$ cat src/rtl/adder_pkg.sv
// Shared definitions for the 32-bit ripple-carry adder.
// Holds the datapath width and the word type used by the adder and its users.
package adder_pkg;

    localparam int ADDER_WIDTH = 32;

    typedef logic [ADDER_WIDTH-1:0] word_t;

endpackage : adder_pkg

$ cat src/rtl/full_adder_bit.sv
// One-bit full adder cell; 32 of these are chained to form the ripple-carry adder.
module full_adder_bit (
    input  logic a,
    input  logic b,
    input  logic cin,
    output logic s,
    output logic cout
);

    logic half_sum;

    assign half_sum = a ^ b;
    assign s        = half_sum ^ cin;
    // Generate when both operands are set, propagate an incoming carry otherwise.
    assign cout     = (a & b) | (cin & half_sum);

endmodule : full_adder_bit

$ cat src/rtl/thirty_two_bits_full_adder.sv
// Registered 32-bit ripple-carry adder: {cout,s} <= a + b + c0, one cycle latency.
// Define THIRTY_TWO_BITS_FULL_ADDER_OVF_EN to add the registered signed-overflow output ovf.
module thirty_two_bits_full_adder
    import adder_pkg::*;
#(
    parameter int WIDTH = ADDER_WIDTH
) (
    input  logic             clk,
    input  logic             rst,
    input  logic [WIDTH-1:0] a,
    input  logic [WIDTH-1:0] b,
    input  logic             c0,
    output logic [WIDTH-1:0] s,
`ifdef THIRTY_TWO_BITS_FULL_ADDER_OVF_EN
    output logic             cout,
    output logic             ovf
`else
    output logic             cout
`endif
);

    // carry[i] is the carry into bit i; carry[WIDTH] is the carry out of the MSB.
    logic [WIDTH:0]   carry;
    logic [WIDTH-1:0] sum_comb;

    assign carry[0] = c0;

    for (genvar i = 0; i < WIDTH; i++) begin : g_chain
        full_adder_bit u_bit (
            .a    (a[i]),
            .b    (b[i]),
            .cin  (carry[i]),
            .s    (sum_comb[i]),
            .cout (carry[i+1])
        );
    end

    // NOTE: state is written with <= so every register samples pre-edge values.
    always_ff @(posedge clk) begin
        if (rst) begin
            s    <= '0;
            cout <= 1'b0;
        end else begin
            s    <= sum_comb;
            cout <= carry[WIDTH];
        end
    end

`ifdef THIRTY_TWO_BITS_FULL_ADDER_OVF_EN
    // Signed overflow: carry into the sign bit differs from carry out of it.
    always_ff @(posedge clk) begin
        if (rst) begin
            ovf <= 1'b0;
        end else begin
            ovf <= carry[WIDTH] ^ carry[WIDTH-1];
        end
    end
`endif

endmodule : thirty_two_bits_full_adder

$ cat config.mk
export PLATFORM = sky130hd
export DESIGN_NAME = thirty_two_bits_full_adder
export DESIGN_NICKNAME = d
export VERILOG_FILES = /design/src/rtl/adder_pkg.sv /design/src/rtl/full_adder_bit.sv /design/src/rtl/thirty_two_bits_full_adder.sv
export SDC_FILE = /design/constraint.sdc
export NUM_CORES = 1
export LEC_CHECK = 0
export ABC_AREA = 1
export CELL_PAD_IN_SITES_DETAIL_PLACEMENT = 0
export CELL_PAD_IN_SITES_GLOBAL_PLACEMENT = 1
export CORE_AREA = 4 4 102 65
export CTS_BUF_LIST = sky130_fd_sc_hd__clkbuf_8 sky130_fd_sc_hd__clkbuf_16
export CTS_CLUSTER_SIZE = 40
export DETAILED_ROUTE_END_ITERATION = 8
export DIE_AREA = 0 0 106 69
export GPL_ROUTABILITY_DRIVEN = 0
export PLACE_DENSITY_LB_ADDON = 0.2
export SETUP_SLACK_MARGIN = 0.4
export SYNTH_ARGS = -nofsm -noshare
export SYNTH_HDL_FRONTEND = slang
export SYNTH_SLANG_ARGS = --single-unit
$ cat constraint.sdc
create_clock -name clk -period 39.2 [get_ports clk]
set_input_delay 7.84 -clock clk [delete_from_list [all_inputs] [get_ports clk]]
set_output_delay 7.84 -clock clk [all_outputs]
set_load 0.05 [all_outputs]
# After elaboration in Yosys (flattened, before gate mapping)
# Cells that the tools add are included.
# word_totals
regBits	33
inputBits	67
out_inout_bits	33
word_cells	162
# classes
bitwise	160
# ops
op	count
AND 1 bit	64
bitwise XOR 1 bit	64
OR 1 bit	32

# Depth between registers and ports, before layout
# logic_depth
ltp_word	65
mapped_depth	36
depth_no_buf	36

# Cells and area by module
# From an unflattened synthesis, not the netlist that was laid out.
# unflattened
hier_cells	135
hier_area_um2	1599.0
# by_module_without_submodules
mod	n_inst	cells_each	area_each_um2	seq_area_each_um2
thirty_two_bits_full_adder	1	103	958.4	660.6
full_adder_bit	32	1	20.0	0.0

# Worst setup path after synthesis
# No wires, ideal clock.
# synth_path
path_type	input port to flip-flop
from	input port a[0]
to	register s[31]
setup_time_ps	64
t_arrival_ps	20002
t_required_ps	39136
setup_slack_ps	19133
stages	36
path_buffers	0
cell_sequence	fa_1 > fa_1 > fa_1 > fa_1 > fa_1 > fa_1 > fa_1 > fa_1 > fa_1 > inv_1 > fa_1 > inv_1 > fa_1 > fa_1 > fa_1 > fa_1 > fa_1 > fa_1 > fa_1 > fa_1 > fa_1 > fa_1 > fa_1 > fa_1 > fa_1 > fa_1 > fa_1 > fa_1 > fa_1 > fa_1 > fa_1 > fa_1 > fa_1 > inv_1 > fa_1 > nor2_1
# synth_via
elab_chain_len	64
word_cells_on_any_way	65
cone_classes	bitwise: 65
# synth_rtl
item	line_no	rtl
start: declaration	thirty_two_bits_full_adder.sv:10	input logic [WIDTH-1:0] a,
bitwise XOR 1 bit	full_adder_bit.sv:12	assign half_sum = a ^ b;
AND 1 bit	full_adder_bit.sv:15	assign cout = (a & b) | (cin & half_sum);
OR 1 bit (*)	full_adder_bit.sv:15	
AND 1 bit (*)	full_adder_bit.sv:15	
OR 1 bit (*)	full_adder_bit.sv:15	
AND 1 bit (*)	full_adder_bit.sv:15	
OR 1 bit (*)	full_adder_bit.sv:15	
AND 1 bit (*)	full_adder_bit.sv:15	
[... 48 more ...]	-	
OR 1 bit (*)	full_adder_bit.sv:15	
AND 1 bit (*)	full_adder_bit.sv:15	
OR 1 bit (*)	full_adder_bit.sv:15	
AND 1 bit (*)	full_adder_bit.sv:15	
OR 1 bit (*)	full_adder_bit.sv:15	
AND 1 bit (*)	full_adder_bit.sv:15	
OR 1 bit (*)	full_adder_bit.sv:15	
bitwise XOR 1 bit (*)	full_adder_bit.sv:13	assign s = half_sum ^ cin;
end signal: assignment	thirty_two_bits_full_adder.sv:44	s <= sum_comb;
end: declaration	thirty_two_bits_full_adder.sv:13	output logic [WIDTH-1:0] s,
# Every way passes the cells marked *; elsewhere a longest branch is shown, timed or not.
# A chain may end at the register's enable or synchronous reset.

# Final worst setup path
# Same ends and word-level chain as after synthesis.

==> qor.csv <==
metric,value,unit
vias in the first global route,1196,
fin crit share,52.8,%
hold slack,8.28,ns
clock sink total,33,
wire length on met2,1420,um
starting DRC count in detailed routing,23,
syn_area_per_cell,11.6,um^2
Max clock buf depth,2,
fraction of layout cells with a size suffix above 1,3.29,%
"wirelength, routed",3580,um
initial antenna violation count,0,
worst endpoint required time,39.41,ns
DIE AREA,7310,um^2
depth of the CTS H-tree,2,
Max Fclk,48.3,MHz
slew margin rel.,64.1,%
Hold Fails Final Rpt,0,
Max-Cap Viols,0,
I/O Buffers,99,
nets@finish,341,
measured slew at the worst slew-check pin,0.536,ns
Die W,106,um
status,"finished, final reports clean",
top fanout value on the critical path,1,
CP arrival,20.91,ns
post-layout util,49.3,%
Final Max Tran Viols,0,
Cell Rows,21,
M1 wire length,1690,um
Power Total,0.106,mW
placed inst area,2670,um^2
top routing layer used,met4,
Worst setup EP type,register,
wire per inst,11.1,um
post-route design area,2750,um^2
FILL cells,520,
crit path from,a[0],
via count,1159,
end point of the critical path,s[31],
synth warn,0,
register area share after synthesis,40.9,%
"Largest stage delay, worst path",0.44,ns
Worst path most repeated cell,fa_1,
total global-route track usage,10.7,%
Final Setup Violations,0,
Die Y-Extent,69,um
Starting Density,29.0,%
Leakage,1.21,nW
Worst Hold Class,input port to register,
antenna violation net count after detailed routing,0,
Worst setup SP type,input port,
post-CTS setup buffers,0,
WL met3,418,um
Gate Count Post-Synth,139,
# DRC,0,
CP max stage cell,fa_1,
largest net degree at the start of global routing,34,
synthesis-stage register bit count,33,
"most common cell after layout, fill and taps aside",clkdlybuf4s50_1,
CTS buffer count,5,
first-pass GRT wire length,5910,um
critical path class,input port to register,
Core Area,5570,um^2
RSZ-0062 raised after global routing,false,
fin crit period,20.70,ns
Setup TNS,0,ns
"CP delay by family, top",adder cells,
GR Overflow Total,0,
Initial DRT Pass Iterations,3,
Root Driver,clkbuf_8,
Post-Syn Nets,238,
Critical Path Stages,37,
IO Count,100,
vias per cell,3.59,
Peak VDD IR,14.3,uV
"commonest non-fill, non-tap cells in the layout","clkdlybuf4s50_1 (99), inv_1 (40), dfxtp_1 (33)",
# diodes,0,
post-cts sizing count,0,
detailed placement HPWL,3060,um
"Distinct cells, synth",6,
PwrDens,38.4,nW/um^2
Syn Std Cell Area,1610,um^2
CTS tree,built,
synthesis-to-layout area growth,70.2,%
Worst Path Buf+Inv,4,
"CTS clk-pin slew, worst paths",0.06,ns
CTS hold repair buffers,0,
[report_power, final]
group / internal (mW) / switching (mW)
logic: 0.0181 / 0.0256
clock network: 0.0118 / 0.0110
registers: 0.0380 / 0.00106
total: 0.0679 / 0.0376
[Yosys cell counts (all sizes together)]
library cell | number | area (um^2)
buf | 4 | 45.0
dfxtp | 33 | 661
fa | 32 | 641
inv | 37 | 139
nor2 | 33 | 129
[sequential cells by signal, summed over array words and instances, names as in the netlist]
signal	count
s	32
cout	1
[stage by stage]
stage | setup WS [ns] | std cells
after floorplan | 19.13 | 139
after global placement | 18.24 | 315
after detailed placement | 18.17 | 315
after CTS | 18.44 | 323
after global routing | 17.98 | 323
final | 18.50 | 323
[routing by layer]
layer  global-route usage (%)  vias to the layer above
met2                     13.9                       55
met3                     5.60                        5
met5                        0                        -
met4                     4.31                        0
li1                         -                      583
met1                     14.8                      516
[logic make-up after synthesis]
| logic type | share of synthesized area (%) |
|---|---|
| fa+ha+maj | 39.7 |
| flops | 40.9 |
| buf+inv | 11.4 |
| simple gates | 7.98 |
[layout make-up]
type	instances	area, um^2	share of cell area, %
Clock buffer	5	68.8	2.50
Timing Repair Buffer	100	998	36.3
Tap cell	80	100	3.64
Multi-Input combinational cell	65	769	28.0
Sequential cell	33	661	24.0
Inverter	37	139	5.05
Clock inverter	3	11.3	0.410
[worst min path at each step]
| stage | start | to | depth (start not counted) |
|---|---|---|---|
| floorplan | rst | s[3] | 2 |
| global placement | b[31] | s[31] | 4 |
| detailed placement | b[31] | s[31] | 4 |
| CTS | b[31] | s[31] | 4 |
| global route | b[31] | s[31] | 4 |
| finish | b[31] | s[31] | 4 |
Note: power is estimated with default switching activity, not from simulation.
